**src/rtl/axis_burst_packer.sv**
```systemverilog
// Fixed-length burst framer between a sample FIFO and an AXI-Stream sink, with a 2-entry output skid.
// Optional statistics outputs are built when AXIS_BURST_PACKER_STATS_EN is defined.
module axis_burst_packer #(
  parameter int DATA_WIDTH  = 16,
  parameter int USER_WIDTH  = 1,
  parameter int LEVEL_WIDTH = 3,
  parameter int BURST_LEN   = 64,
  parameter int START_LEVEL = 4
) (
  input  logic                   clk_i,
  input  logic                   reset_ni,
  input  logic                   enable_i,
  input  logic [DATA_WIDTH-1:0]  s_axis_in_tdata,
  input  logic [USER_WIDTH-1:0]  s_axis_in_tuser,
  input  logic                   s_axis_in_tvalid,
  input  logic [LEVEL_WIDTH-1:0] s_axis_in_tlevel,
  output logic                   s_axis_in_tready,
  output logic [DATA_WIDTH-1:0]  m_axis_out_tdata,
  output logic [USER_WIDTH-1:0]  m_axis_out_tuser,
  output logic                   m_axis_out_tlast,
  output logic                   m_axis_out_tvalid,
  input  logic                   m_axis_out_tready
`ifdef AXIS_BURST_PACKER_STATS_EN
  ,
  output logic [31:0]            burst_count_o,
  output logic [15:0]            underrun_count_o
`endif
);

  localparam int CNT_W = $clog2(BURST_LEN + 1);

  typedef enum logic {IDLE, BURST} state_e;

  typedef struct packed {
    logic                  last;
    logic [USER_WIDTH-1:0] user;
    logic [DATA_WIDTH-1:0] data;
  } beat_t;

  state_e           state_q, state_d;
  logic [CNT_W-1:0] beats_left_q, beats_left_d;
  beat_t            entry0_q, entry0_d;
  beat_t            entry1_q, entry1_d;
  logic [1:0]       count_q, count_d;
  beat_t            in_beat;
  logic             in_fire;
  logic             out_fire;

  // Input ready depends on registered state only, so no combinational path from the sink's ready.
  assign s_axis_in_tready  = (state_q == BURST) && (beats_left_q != '0) && (count_q != 2'd2);
  assign in_fire           = s_axis_in_tvalid && s_axis_in_tready;
  assign m_axis_out_tvalid = (count_q != 2'd0);
  assign out_fire          = m_axis_out_tvalid && m_axis_out_tready;
  assign m_axis_out_tdata  = entry0_q.data;
  assign m_axis_out_tuser  = entry0_q.user;
  assign m_axis_out_tlast  = entry0_q.last;

  always_comb begin
    in_beat.data = s_axis_in_tdata;
    in_beat.user = s_axis_in_tuser;
    in_beat.last = (beats_left_q == CNT_W'(1));
  end

  always_comb begin
    state_d      = state_q;
    beats_left_d = beats_left_q;
    case (state_q)
      IDLE: begin
        if (enable_i && (s_axis_in_tlevel >= LEVEL_WIDTH'(START_LEVEL))) begin
          state_d      = BURST;
          beats_left_d = CNT_W'(BURST_LEN);
        end
      end
      BURST: begin
        if (in_fire) begin
          beats_left_d = beats_left_q - CNT_W'(1);
          if (beats_left_q == CNT_W'(1)) begin
            state_d = IDLE;
          end
        end
      end
      default: state_d = IDLE;
    endcase
  end

  // Entry 0 is always the head; a push while the head leaves lands wherever keeps FIFO order.
  always_comb begin
    entry0_d = entry0_q;
    entry1_d = entry1_q;
    count_d  = count_q;
    case ({in_fire, out_fire})
      2'b10: begin
        if (count_q == 2'd0) begin
          entry0_d = in_beat;
        end else begin
          entry1_d = in_beat;
        end
        count_d = count_q + 2'd1;
      end
      2'b01: begin
        entry0_d = entry1_q;
        count_d  = count_q - 2'd1;
      end
      2'b11: begin
        if (count_q == 2'd1) begin
          entry0_d = in_beat;
        end else begin
          entry0_d = entry1_q;
          entry1_d = in_beat;
        end
      end
      default: ;
    endcase
  end

  always_ff @(posedge clk_i or negedge reset_ni) begin
    if (!reset_ni) begin
      state_q      <= IDLE;
      beats_left_q <= '0;
      entry0_q     <= '0;
      entry1_q     <= '0;
      count_q      <= 2'd0;
    end else begin
      state_q      <= state_d;
      beats_left_q <= beats_left_d;
      entry0_q     <= entry0_d;
      entry1_q     <= entry1_d;
      count_q      <= count_d;
    end
  end

`ifdef AXIS_BURST_PACKER_STATS_EN
  logic [31:0] burst_count_q, burst_count_d;
  logic [15:0] underrun_count_q, underrun_count_d;

  always_comb begin
    burst_count_d    = burst_count_q;
    underrun_count_d = underrun_count_q;
    if (out_fire && entry0_q.last) begin
      burst_count_d = burst_count_q + 32'd1;
    end
    if ((state_q == BURST) && s_axis_in_tready && !s_axis_in_tvalid &&
        (underrun_count_q != 16'hFFFF)) begin
      underrun_count_d = underrun_count_q + 16'd1;
    end
  end

  always_ff @(posedge clk_i or negedge reset_ni) begin
    if (!reset_ni) begin
      burst_count_q    <= '0;
      underrun_count_q <= '0;
    end else begin
      burst_count_q    <= burst_count_d;
      underrun_count_q <= underrun_count_d;
    end
  end

  assign burst_count_o    = burst_count_q;
  assign underrun_count_o = underrun_count_q;
`endif

endmodule
```
**config.mk**
```make
export PLATFORM = sky130hd
export DESIGN_NAME = axis_burst_packer
export DESIGN_NICKNAME = d
export VERILOG_FILES = /design/src/rtl/axis_burst_packer.sv
export SDC_FILE = /design/constraint.sdc
export NUM_CORES = 1
export LEC_CHECK = 0
export BUFFER_PORTS_ARGS = -buffer_cell sky130_fd_sc_hd__buf_2
export CORE_MARGIN = 8
export CORE_UTILIZATION = 25
export CTS_CLUSTER_DIAMETER = 80
export CTS_CLUSTER_SIZE = 30
export DETAILED_ROUTE_END_ITERATION = 6
export HOLD_SLACK_MARGIN = 0.06
export MAX_ROUTING_LAYER = met4
export PLACE_DENSITY = 0.49
export SLEW_MARGIN = 10
export SYNTH_ARGS = -nofsm -noshare
export SYNTH_HDL_FRONTEND = slang
export SYNTH_SLANG_ARGS = --single-unit
```
**constraint.sdc**
```tcl
create_clock -name clk_i -period 6.4 [get_ports clk_i]
set_clock_uncertainty 0.1 [all_clocks]
set_input_delay 0.64 -clock clk_i [delete_from_list [all_inputs] [get_ports clk_i]]
set_output_delay 0.64 -clock clk_i [all_outputs]
set_load 0.02 [all_outputs]
```
==> results of run 1 <==
-- sequential cells by signal (all words and copies together) (netlist names) --
name,flops
m_axis_out_tlast,1
count_q,2
entry1_q,18
beats_left_q,7
m_axis_out_tdata,16
state_q,1
m_axis_out_tuser,1
-- cells by family after synthesis --
| family | count (synthesis) | synth area share |
|---|---|---|
| xor gates and xnor gates | 4 | 0.0156 |
| muxes | 37 | 0.201 |
| DFF | 46 | 0.512 |
| adders and majority gates | 8 | 0.0445 |
| AOI/OAI and AO/OA | 32 | 0.127 |
| buffers and inverters | 14 | 0.0339 |
| and+or+nand+nor | 29 | 0.0668 |
-- metal layers --
| layer | track usage | vias to the layer above | routed length [microns] |
|---|---|---|---|
| met5 | - | - | 0 |
| met4 | 0.0216 | 0 | 52 |
| met3 | 0.0244 | 6 | 210 |
| met2 | 0.122 | 32 | 2080 |
| met1 | 0.0996 | 706 | 2350 |
| li1 | - | 701 | - |
-- cell usage in the layout, fill, tap and decap left out, types with 2 or more instances in the layout --
cell type	count
sky130_fd_sc_hd__dfrtp_1	46
sky130_fd_sc_hd__nand3_1	3
sky130_fd_sc_hd__xnor2_1	3
sky130_fd_sc_hd__mux2_4	10
sky130_fd_sc_hd__clkbuf_8	6
sky130_fd_sc_hd__o21ai_0	5
sky130_fd_sc_hd__mux2_2	25
sky130_fd_sc_hd__mux2i_1	2
sky130_fd_sc_hd__inv_1	7
sky130_fd_sc_hd__ha_1	8
sky130_fd_sc_hd__nand2_1	12
sky130_fd_sc_hd__a22o_1	17
sky130_fd_sc_hd__nor2_1	5
sky130_fd_sc_hd__buf_2	42
-- through the flow --
stage                     setup WS (ns)  hold WS [ns]
after floorplan                    3.89         0.244
after global placement             3.42         0.368
after detailed placement           3.41         0.384
after CTS                          3.43         0.357
after global routing               3.26         0.387
final                              3.48         0.326
-- cells in the mapped netlist --
library cell / count
sky130_fd_sc_hd__a31o_4: 1
sky130_fd_sc_hd__dfrtp_1: 46
sky130_fd_sc_hd__a2111oi_2: 1
sky130_fd_sc_hd__nor2b_1: 1
sky130_fd_sc_hd__nand2_1: 12
sky130_fd_sc_hd__or3_2: 1
sky130_fd_sc_hd__inv_2: 1
sky130_fd_sc_hd__xnor2_1: 3
sky130_fd_sc_hd__nor4_1: 1
sky130_fd_sc_hd__ha_1: 8
sky130_fd_sc_hd__buf_2: 4
sky130_fd_sc_hd__nand2b_2: 1
sky130_fd_sc_hd__inv_4: 1
sky130_fd_sc_hd__nor3_4: 1
sky130_fd_sc_hd__xor2_1: 1
sky130_fd_sc_hd__a311o_2: 1
sky130_fd_sc_hd__or3_1: 1
sky130_fd_sc_hd__nor2_1: 5
sky130_fd_sc_hd__o211ai_2: 1
sky130_fd_sc_hd__mux2_4: 10
sky130_fd_sc_hd__nand3_1: 3
sky130_fd_sc_hd__or2_2: 1
sky130_fd_sc_hd__a21oi_4: 1
sky130_fd_sc_hd__inv_1: 7
sky130_fd_sc_hd__mux2i_1: 2
sky130_fd_sc_hd__a22o_1: 17
sky130_fd_sc_hd__o41ai_1: 1
sky130_fd_sc_hd__mux2_2: 25
sky130_fd_sc_hd__a311oi_1: 1
sky130_fd_sc_hd__buf_12: 1
sky130_fd_sc_hd__a21oi_1: 1
sky130_fd_sc_hd__o21a_1: 1
sky130_fd_sc_hd__o21ai_0: 5
sky130_fd_sc_hd__nand3b_1: 1
sky130_fd_sc_hd__o2bb2ai_1: 1
sky130_fd_sc_hd__nor2_2: 1
-- power by group through the flow --
| stage | Clock (mW) | Sequential (mW) | Combinational [mW] |
|---|---|---|---|
| 5_1_grt | 0.212 | 0.540 | 0.725 |
| 6_report | 0.192 | 0.517 | 0.662 |
| 2_1_floorplan | 0 | 0.575 | 0.467 |
| 3_5_place_dp | 0 | 0.524 | 0.676 |
| 3_3_place_gp | 0 | 0.519 | 0.668 |
| 4_1_cts | 0.203 | 0.519 | 0.677 |
-- final timing paths --
check | cells after the start | endpoint
worst min register to register | 2 | entry1_q[17]
worst max-delay path | 10 | m_axis_out_tdata[14]
worst max register to register | 10 | m_axis_out_tdata[14]
worst min-delay path | 2 | beats_left_q[5]
min in group clk_i | 2 | entry1_q[17]
max in group asynchronous | 2 | entry1_q[0]
-- layout make-up --
type | count | area [sq um] | area share
timing repair buffer | 43 | 218 | 0.0819
clock buffer | 6 | 82.6 | 0.0311
clock inverter | 2 | 12.5 | 0.00471
sequential | 46 | 1150 | 0.433
inverter | 9 | 36.3 | 0.0137
multi-input combinational | 110 | 1020 | 0.385
tap | 108 | 135 | 0.0508
==> out/qor_table.md, run 1 <==
| Item | Reported |
|---|---|
| Status | finished clean |
| Ratio of cells with drive above 1 in the final layout | 0.454 |
| Clk root buf | sky130_fd_sc_hd__clkbuf_8 |
| Max Cap Viol | 0 |
| Post-route design area | 0.00266 sq mm |
| Standard cell area after detailed placement | 0.00256 sq mm |
| Detailed Routing Iterations Pass 1 | 4 |
| Worst setup path startpoint | count_q[0] |
| Top area cells in the synthesized netlist | sky130_fd_sc_hd__dfrtp_1 (51%), sky130_fd_sc_hd__mux2_2 (13%), sky130_fd_sc_hd__mux2_4 (6.7%) |
| Post-CTS Setup Bufs | 0 |
| Cell area power density | 516 mW/mm^2 |
| Slowest-stage cell, CP | sky130_fd_sc_hd__o21a_1 |
| Initial DRC count | 43 |
| Portion of total power attributed to the clock network | 0.140 |
| IO buf count | 42 |
| Die footprint | 0.0123 sq mm |
| Number of antenna violations at the first check in global routing | 0 |
| Cells after synthesis | 170 |
| Aggregate negative setup slack | 0 ns |
| X dimension of the die | 111 microns |
| Unrepaired setup endpoints after global routing | no |
| Type of element launching the critical path | flop |
| CTS clock-pin slew for the worst setup and hold paths | 0.09 ns |
| Wire length after detailed routing | 4700 microns |
| First-pass GRT wire length | 7850 microns |
| Clock tree from TritonCTS | yes |
| Critical-path maximum fanout | 18 |
| Most frequent cell on the critical path | sky130_fd_sc_hd__ha_1 |
| Fraction of power consumed by combinational cells | 0.483 |
| Placed cells | 316 |
| Hpwl dp | 3190 microns |
| Number of primary I/O pins | 45 |
| Routed vias | 1445 |
| Number of buffer and inverter stages on the critical path | 2 |
| Syn_nets | 203 |
| Standard cell core area | 0.00872 sq mm |
| Share of the yosys chip area belonging to registers | 0.512 |
| Switching power summed over all nets | 0.530 mW |
| Pwr Total | 1.37 mW |
| Site row count | 34 |
| Vias per inst | 4.46 |
| Biggest area consumer among synthesized cells | sky130_fd_sc_hd__dfrtp_1 |
| Maximum number of pins on one net before global-route repair | 47 |
| Final hold viol count | 0 |
| Crit share post-route | 0.456 |
| Overflow after GRT | 0 |
| Num CTS Buffers | 5 |
| Max Clk Rate | 343 MHz |
| Cell-by-cell listing of the critical path | inv_1 -> ha_1 -> nand3b_1 -> a31o_4 -> inv_4 -> ha_1 -> nor2b_1 -> o21a_1 -> a22o_1 -> mux2_2 |
| Antenna cells | 0 |
| Starting density of the core | 0.258 |
| All-Layer GR Usage | 0.0800 |
| Leakage power total | 1.25 nW |
| Share of the core filled with cells in the final layout | 0.305 |
| Transition time at the pin with the least slew margin | 1.06 ns |
| Delay contributed by the slowest stage of the critical path | 0.62 ns |
| Number of synthesized register bits | 46 |
| Via count of the first global-routing pass | 1564 |
| Die Height | 111 microns |
| Total number of clock tree sinks | 46 |
| Crit path arrival time | 3.06 ns |
| Largest vdd supply drop | 0.178 mV |
| Number of inserted filler cells in the final layout | 891 |
| R2r startpoint | count_q[0] |
| GPL Wtd Cong | 0.694 |
| Required time worst endpoint | 6.54 ns |
| Warnings, synthesis | 0 |
| Hold Buf Count CTS | 0 |
| Number of setup violations in the final report | 0 |
| Final count of pins violating max slew | 0 |
| Internal | 0.842 mW |
| Type of the tightest min-delay check | primary input to asynchronous set/reset pin |
| Switch share | 0.386 |
| Critical path capture point type | flop |
| Insertion delay of the later-clocked pin in the worst-skew pair | 0.30 ns |
| Synthesized area per cell | 13.2 sq um |
| Type of the worst setup path | flop to flop |
| Synth-to-Final Area Change | 18.1% |
| Cell area after technology mapping | 0.00225 sq mm |
| Post-cts gate resize count | 0 |
| Number of nets at the end of the flow | 248 |
| Sequential group share of total power | 0.377 |
| Relative slew margins | 0.291 |
| Setup slack of the most critical reg-to-reg path | 3.48 ns |
| Non-Filler Instances | 324 |
| Average wire length per cell after detail routing | 14.5 microns |
| Time the worst path needs with I/O delays and setup | 2.92 ns |
| Number of unique standard cell types used by synthesis | 36 |
| Family with the most delay on the worst path | compound AO/OA/AOI/OAI gates |
| Count of H-tree levels built during CTS | 2 |
| Fraction of synthesized cell area taken by the top area cell type | 0.512 |
| DRC | 0 |
| Routed Antenna Nets | 0 |
| Clock tree buffer depth | 2 |
Power figures use the tool's default switching activity.
==> run 2: changes to the inputs <==
- ABC_AREA: not set -> 1
- PLACE_DENSITY: 0.49 -> 0.48
- clock period: 6.4 -> 2.94 ns (I/O delays scaled with it)
==> run 2 against run 1 <==
Net effect:
- total power rose by 120%
- highest routed layer unchanged
- critical path depth rose by 6
- clock power rose by 120%
- maximum frequency rose by 16%
==> out/qor_table.md, run 2 <==
| Item | Reported | vs previous |
|---|---|---|
| Detailed Routing Iterations Pass 1 | 4 | unchanged |
| Cell-by-cell listing of the critical path | inv_1 -> ha_1 -> nand2_2 -> inv_2 -> nand2_4 -> nand3_2 -> inv_1 -> ha_1 -> inv_2 -> nor2_4 -> nor2_2 -> nor2_8 -> nand2_1 -> o21ai_1 -> nand2_1 -> nand2_1 |  |
| Number of setup violations in the final report | 0 | unchanged |
| Unrepaired setup endpoints after global routing | no |  |
| Total number of clock tree sinks | 46 | unchanged |
| Pre-CTS setup slack | 0.391 ns | -3.02 ns |
| X dimension of the die | 113 microns | +2.0% |
| Status | finished clean |  |
| Delay contributed by the slowest stage of the critical path | 0.36 ns | -0.26 ns |
| Maximum number of pins on one net before global-route repair | 47 | unchanged |
| First-pass GRT wire length | 10000 microns | +28% |
| Synth-to-Final Area Change | 17.1% |  |
| Average wire length per cell after detail routing | 13.2 microns | -9.2% |
| Top area cells in the synthesized netlist | sky130_fd_sc_hd__dfrtp_1 (49%), sky130_fd_sc_hd__nand2_1 (14%), sky130_fd_sc_hd__o21ai_0 (6.6%) |  |
| Max Cap Viol | 0 | unchanged |
| Cell area power density | 1070 mW/mm^2 | +110% |
| Critical-path maximum fanout | 18 | unchanged |
| Aggregate negative setup slack | 0 ns | unchanged |
| GPL Wtd Cong | 0.747 | +7.6% |
| R2r startpoint | beats_left_q[0] |  |
| Reg with most FFs | entry1_q |  |
| Routed vias | 1873 | +30% |
| Syn_nets | 314 | +55% |
| IO buf count | 42 | unchanged |
| Required time worst endpoint | 3.09 ns | -3.45 ns |
| Terminus of the critical flop-to-flop path | m_axis_out_tdata[12] |  |
| Number of primary I/O pins | 45 | unchanged |
| Warnings, synthesis | 0 | unchanged |
| Most instantiated cells after synthesis | sky130_fd_sc_hd__nand2_1 (89), sky130_fd_sc_hd__dfrtp_1 (46), sky130_fd_sc_hd__o21ai_0 (31) |  |
| Cells on worst reg2reg path | 16 | +6 |
| Insertion delay of the later-clocked pin in the worst-skew pair | 0.30 ns | about the same |
| Crit path arrival time | 2.66 ns | -0.40 ns |
| Type of the tightest min-delay check | primary input to asynchronous set/reset pin |  |
| Library cell with the highest instance count after synthesis | sky130_fd_sc_hd__nand2_1 |  |
| Time the worst path needs with I/O delays and setup | 2.51 ns | -0.407 ns |
| Hold Buf Count CTS | 0 | unchanged |
| Fraction of synthesized cell area taken by the top area cell type | 0.488 | -0.0234 |
| Most frequent cell on the critical path | sky130_fd_sc_hd__nand2_1 |  |
| Vias per inst | 4.31 | -3.5% |
| Number of flip-flops under the largest register name | 18 | unchanged |
| Count of H-tree levels built during CTS | 2 | unchanged |
| Ratio of cells with drive above 1 in the final layout | 0.225 | -0.228 |
| Antenna cells | 0 | unchanged |
| Synthesized area per cell | 8.39 sq um | -37% |
| Clk root buf | sky130_fd_sc_hd__clkbuf_8 |  |
| Setup slack of the most critical reg-to-reg path | 0.43 ns | -3.05 ns |
| Slowest-stage cell, CP | sky130_fd_sc_hd__dfrtp_1 |  |
| Max Clk Rate | 398 MHz | +16% |
| Hpwl dp | 3910 microns | +23% |
| Standard cell core area | 0.00920 sq mm | +5.5% |
| Share of the yosys chip area belonging to registers | 0.488 | -0.0234 |
| Final count of pins violating max slew | 0 | unchanged |
| Type of the worst setup path | flop to flop |  |
| Biggest area consumer among synthesized cells | sky130_fd_sc_hd__dfrtp_1 |  |
| Via count of the first global-routing pass | 1949 | +25% |
| Largest vdd supply drop | 0.248 mV | +39% |
| Number of unique standard cell types used by synthesis | 26 | -28% |
| Final hold viol count | 0 | unchanged |
| Type of element launching the critical path | flop |  |
| Cells after synthesis | 281 | +65% |
| EDFF count, synth | 0 | unchanged |
| Family with the most delay on the worst path | simple AND/OR/NAND/NOR gates |  |
| Die Height | 113 microns | +2.0% |
| CTS clock-pin slew for the worst setup and hold paths | 0.10 ns | about the same |
| Clock tree from TritonCTS | yes |  |
| Number of nets at the end of the flow | 356 | +44% |
| Relative slew margins | 0.300 | +0.00831 |
| Site row count | 35 | +2.9% |
| All-Layer GR Usage | 0.0992 | +0.0192 |
| Cell area after technology mapping | 0.00236 sq mm | +4.8% |
| Most used flip-flop cell after synthesis | sky130_fd_sc_hd__dfrtp_1 |  |
| DRC | 0 | unchanged |
| Crit share post-route | 0.854 | +0.398 |
| Most common library cell in the layout ignoring fill and taps | sky130_fd_sc_hd__nand2_1 |  |
| Transition time at the pin with the least slew margin | 1.05 ns | -0.00935 ns |
| Starting density of the core | 0.256 | -0.00164 |
| Post-CTS Setup Bufs | 0 | unchanged |
| Number of synthesized register bits | 46 | unchanged |
| Critical path capture point type | flop |  |
| Post-synth ARST share | 1.00 | unchanged |
| Number of buffer and inverter stages on the critical path | 4 | +2 |
| Initial DRC count | 102 | +140% |
| Final worst-path setup slack | 0.430 ns | -3.05 ns |
| Overflow after GRT | 0 | unchanged |
| Leakage power total | 1.46 nW | +17% |
| Post-cts gate resize count | 0 | unchanged |
| Commonest non-fill, non-tap cells in the layout | sky130_fd_sc_hd__nand2_1 (89), sky130_fd_sc_hd__dfrtp_1 (46), sky130_fd_sc_hd__buf_2 (42) |  |
| Die footprint | 0.0128 sq mm | +4.1% |
| Routed Antenna Nets | 0 | unchanged |
| Clock tree buffer depth | 2 | unchanged |
| Num CTS Buffers | 5 | unchanged |
| Number of antenna violations at the first check in global routing | 0 | unchanged |
| Wire length after detailed routing | 5730 microns | +22% |
==> run 2: per-layer routing <==
metal | global-route usage | share of wire | vias up | routed length (microns)
met3 | 0.0240 | 0.043 | 5 | 247
met5 | - | 0 | - | 0
met4 | 0.0320 | 0.012 | 0 | 71
li1 | - | - | 977 | -
met1 | 0.125 | 0.50 | 862 | 2860
met2 | 0.154 | 0.44 | 29 | 2540
==> run 2: power by group <==
part | leakage, nW | internal [mW] | switching, mW
Combinational | 0.833 | 0.485 | 0.952
Clock | 0.0478 | 0.194 | 0.230
Sequential | 0.576 | 0.925 | 0.176
Total | 1.46 | 1.60 | 1.36
==> run 2: worst register-to-register path, cell delays in order (launching register included) <==
cell and delay (ns):
sky130_fd_sc_hd__dfrtp_1 0.36, sky130_fd_sc_hd__inv_1 0.08, sky130_fd_sc_hd__ha_1 0.25, sky130_fd_sc_hd__nand2_2 0.10
sky130_fd_sc_hd__inv_2 0.05, sky130_fd_sc_hd__nand2_4 0.08, sky130_fd_sc_hd__nand3_2 0.19, sky130_fd_sc_hd__inv_1 0.17
sky130_fd_sc_hd__ha_1 0.27, sky130_fd_sc_hd__inv_2 0.07, sky130_fd_sc_hd__nor2_4 0.12, sky130_fd_sc_hd__nor2_2 0.08
sky130_fd_sc_hd__nor2_8 0.24, sky130_fd_sc_hd__nand2_1 0.09, sky130_fd_sc_hd__o21ai_1 0.09, sky130_fd_sc_hd__nand2_1 0.07
sky130_fd_sc_hd__nand2_1 0.06
==> run 2: cells by family after synthesis <==
group | after synthesis | share of synthesized area
buffers and inverters | 40 | 0.0743
AO/OA/AOI/OAI | 45 | 0.107
adder cells (fa/ha/maj) | 8 | 0.0425
XOR/XNOR | 4 | 0.0149
flip-flops | 46 | 0.488
AND/OR/NAND/NOR | 138 | 0.273
==> run 2: worst max path at each step <==
| stage | startpoint | to | slack (ns) | cells past startpoint |
|---|---|---|---|---|
| floorplan | count_q[0] | m_axis_out_tlast | 0.59 | 16 |
| finish | beats_left_q[0] | m_axis_out_tdata[12] | 0.43 | 16 |
| detailed placement | beats_left_q[0] | m_axis_out_tdata[0] | 0.39 | 12 |
| global route | beats_left_q[0] | m_axis_out_tdata[3] | 0.09 | 16 |
| global placement | beats_left_q[0] | m_axis_out_tdata[13] | 0.44 | 12 |
| CTS | beats_left_q[0] | m_axis_out_tdata[12] | 0.38 | 16 |
==> run 2: area by class of cell <==
cell class	count	area, sq um
tap	111	139
inverter	31	116
multi-input combinational	195	1030
clock inverter	2	16.3
timing repair buffer	44	225
sequential	46	1150
fill	1029	6430
clock buffer	6	82.6
==> run 2: per-stage QoR <==
| stage | instances | util | hold slack [ns] | cell area, sq um | power, mW |
|---|---|---|---|---|---|
| floorplan | 281 | - | -0.102 | 2360 | 2.19 |
| global placement | 427 | 0.290 | 0.367 | 2660 | 2.55 |
| detailed placement | 427 | 0.290 | 0.374 | 2660 | 2.58 |
| CTS | 435 | 0.300 | 0.125 | 2760 | 3.02 |
| global route | 435 | 0.300 | 0.136 | 2760 | 3.27 |
| finish | 435 | 0.300 | 0.0765 | 2760 | 2.96 |
==> run 3: changes to the inputs <==
- ABC_AREA: 1 -> not set
- PLACE_DENSITY: 0.48 -> 0.49
==> run 3 against run 2 <==
Net effect:
- cell count decreased by 24%
- total power increased by 1.6%
- hold slack improved by 0.070 ns
- via count decreased by 22%
- largest power group unchanged
==> out/qor_table.md, run 3 (same netlist as run 1, synthesis figures left out) <==
| Item | Reported | vs previous |
|---|---|---|
| Number of buffer and inverter stages on the critical path | 3 | -1 |
| Most used routing layer | met2 |  |
| Cells on worst reg2reg path | 11 | -5 |
| First-pass GRT wire length | 8200 microns | -18% |
| Final hold viol count | 0 | unchanged |
| Transition time at the pin with the least slew margin | 0.580 ns | -0.471 ns |
| Number of nets at the end of the flow | 253 | -29% |
| Antenna cells | 0 | unchanged |
| Commonest non-fill, non-tap cells in the layout | sky130_fd_sc_hd__dfrtp_1 (46), sky130_fd_sc_hd__buf_2 (42), sky130_fd_sc_hd__mux2_2 (25) |  |
| Number of antenna violations at the first check in global routing | 0 | unchanged |
| Average wire length per cell after detail routing | 14.4 microns | +9.5% |
| Relative slew margins | 0.613 | +0.314 |
| Standard cell core area | 0.00872 sq mm | -5.2% |
| Final count of pins violating max slew | 0 | unchanged |
| Ratio of cells with drive above 1 in the final layout | 0.457 | +0.232 |
| Hpwl dp | 3330 microns | -15% |
| End point of the critical path | m_axis_out_tdata[13] |  |
| Type of the tightest min-delay check | primary input to flop |  |
| Family with the most delay on the worst path | compound AO/OA/AOI/OAI gates |  |
| Most frequent cell on the critical path | sky130_fd_sc_hd__ha_1 |  |
| Maximum number of pins on one net before global-route repair | 25 | -47% |
| GPL Wtd Cong | 0.685 | -8.3% |
| Vias per inst | 4.47 | +3.7% |
| X dimension of the die | 111 microns | -2.0% |
| Number of flip-flops under the largest register name | 18 | unchanged |
| Clk root buf | sky130_fd_sc_hd__clkbuf_8 |  |
| Delay contributed by the slowest stage of the critical path | 0.41 ns | +0.05 ns |
| Critical-path maximum fanout | 18 | unchanged |
| DRC | 0 | unchanged |
| Routed vias | 1469 | -22% |
| Non-Filler Instances | 329 | -24% |
| Clock tree buffer depth | 2 | unchanged |
| Detailed Routing Iterations Pass 1 | 4 | unchanged |
| Largest vdd supply drop | 0.306 mV | +23% |
| Initial DRC count | 34 | -67% |
| R2r startpoint | count_q[0] |  |
| Starting density of the core | 0.258 | +0.00164 |
| Number of cells on the critical path | 11 | -5 |
| Required time worst endpoint | 3.02 ns | -0.07 ns |
| Post-cts gate resize count | 0 | unchanged |
| Terminus of the critical flop-to-flop path | m_axis_out_tdata[13] |  |
| Multi-input gate area in the final layout | 0.00102 sq mm | -0.85% |
| Num CTS Buffers | 5 | unchanged |
| Worst setup path startpoint | count_q[0] |  |
| Crit share post-route | 0.872 | +0.0183 |
| Most common library cell in the layout ignoring fill and taps | sky130_fd_sc_hd__dfrtp_1 |  |
| Wire length after detailed routing | 4740 microns | -17% |
| Synth-to-Final Area Change | 20.1% |  |
| Routing usage on met2 | 0.126 | -0.0280 |
| Type of element launching the critical path | flop |  |
| Number of setup violations in the final report | 0 | unchanged |
| Count of H-tree levels built during CTS | 2 | unchanged |
| Site row count | 34 | -2.9% |
| Min-delay src | s_axis_in_tdata[5] |  |
| Leakage power total | 1.27 nW | -13% |
| Placed cells | 320 | -25% |
| Via count of the first global-routing pass | 1632 | -16% |
| Clock tree from TritonCTS | yes |  |
| Time the worst path needs with I/O delays and setup | 2.56 ns | +0.0539 ns |
| Cell area power density | 1110 mW/mm^2 | +3.9% |
| Routed Antenna Nets | 0 | unchanged |
| Overflow after GRT | 0 | unchanged |
| Setup slack of the most critical reg-to-reg path | 0.38 ns | -0.05 ns |
| All-Layer GR Usage | 0.0826 | -0.0166 |
| Number of primary I/O pins | 45 | unchanged |
| Worst Hold Path Cells | 2 |  |
| Met3 Resource Use GR | 0.0249 | +0.000930 |
| Reg with most FFs | entry1_q |  |
| Max Clk Rate | 390 MHz | -2.1% |
| Insertion delay of the later-clocked pin in the worst-skew pair | 0.30 ns | about the same |
| Unrepaired setup endpoints after global routing | no |  |
| Aggregate negative setup slack | 0 ns | unchanged |
| Max Cap Viol | 0 | unchanged |
| Register Area | 0.00115 sq mm | unchanged |
| Total number of clock tree sinks | 46 | unchanged |
| Type of the worst setup path | flop to flop |  |
| Number of inserted filler cells in the final layout | 881 | -14% |
| Slowest-stage cell, CP | sky130_fd_sc_hd__dfrtp_1 |  |
| IO buf count | 42 | unchanged |
| Die footprint | 0.0123 sq mm | -3.9% |
| Die Height | 111 microns | -2.0% |
| Status | finished clean |  |
| CTS clock-pin slew for the worst setup and hold paths | 0.10 ns | about the same |
| Crit path arrival time | 2.64 ns | -0.02 ns |
| Cell-by-cell listing of the critical path | inv_1 -> ha_1 -> nand3b_1 -> a31o_4 -> inv_4 -> ha_1 -> nor2b_1 -> o21a_1 -> buf_4 -> a22o_1 -> mux2_2 |  |
| Critical path capture point type | flop |  |
| GR Util met1 | 0.104 | -0.0210 |
[run 3: worst min path at each step]
stage | to | slack, ns
after CTS | entry1_q[5] | 0.13
after floorplan | beats_left_q[0] | -0.10
after detailed placement | beats_left_q[5] | 0.24
after global routing | entry1_q[15] | 0.14
final | entry1_q[5] | 0.15
after global placement | beats_left_q[4] | 0.24
[run 3: repair_timing]
item	in CTS	in global routing
setup buffers	0	0
hold endpoints to repair	23	0
hold buffers	1	0
[run 3: final cells by class]
class | instances | share of cell area
Clock buffer | 6 | 0.0269
Clock inverter | 2 | 0.00509
Inverter | 9 | 0.0134
Multi-Input combinational cell | 110 | 0.378
Sequential cell | 46 | 0.426
Tap cell | 108 | 0.0500
Timing Repair Buffer | 48 | 0.100
[run 3: metal layers]
layer,wire length [microns],share of wire,up-vias
met5,0,0,-
met4,40,0.0084,0
met3,218,0.046,4
met2,2160,0.46,32
met1,2320,0.49,717
li1,-,-,716
[run 3: report_power, final]
part	total [mW]	switching [mW]	internal, mW	leakage (nW)
sequential	1.13	0.184	0.942	0.557
combinational	1.50	0.751	0.747	0.672
clock	0.386	0.218	0.168	0.0452
[run 3: worst register-to-register path, stage by stage, from the launching register on]
cell                       delay, ns
sky130_fd_sc_hd__dfrtp_1        0.41
sky130_fd_sc_hd__inv_1          0.09
sky130_fd_sc_hd__ha_1           0.17
sky130_fd_sc_hd__nand3b_1       0.24
sky130_fd_sc_hd__a31o_4         0.18
sky130_fd_sc_hd__inv_4          0.06
sky130_fd_sc_hd__ha_1           0.24
sky130_fd_sc_hd__nor2b_1        0.14
sky130_fd_sc_hd__o21a_1         0.16
sky130_fd_sc_hd__buf_4          0.21
sky130_fd_sc_hd__a22o_1         0.20
sky130_fd_sc_hd__mux2_2         0.26
[run 3: metrics by stage]
| stage | setup slack, ns | hold slack, ns | power [mW] | utilization | area, sq um |
|---|---|---|---|---|---|
| 6_report | 0.376 | 0.146 | 3.01 | 0.310 | 2700 |
| 5_1_grt | 0.195 | 0.135 | 3.25 | 0.310 | 2700 |
| 4_1_cts | 0.356 | 0.129 | 3.07 | 0.310 | 2700 |
| 3_5_place_dp | 0.371 | 0.237 | 2.67 | 0.299 | 2610 |
| 3_3_place_gp | 0.375 | 0.242 | 2.64 | 0.299 | 2610 |
| 2_1_floorplan | 0.432 | -0.102 | 2.27 | - | 2250 |
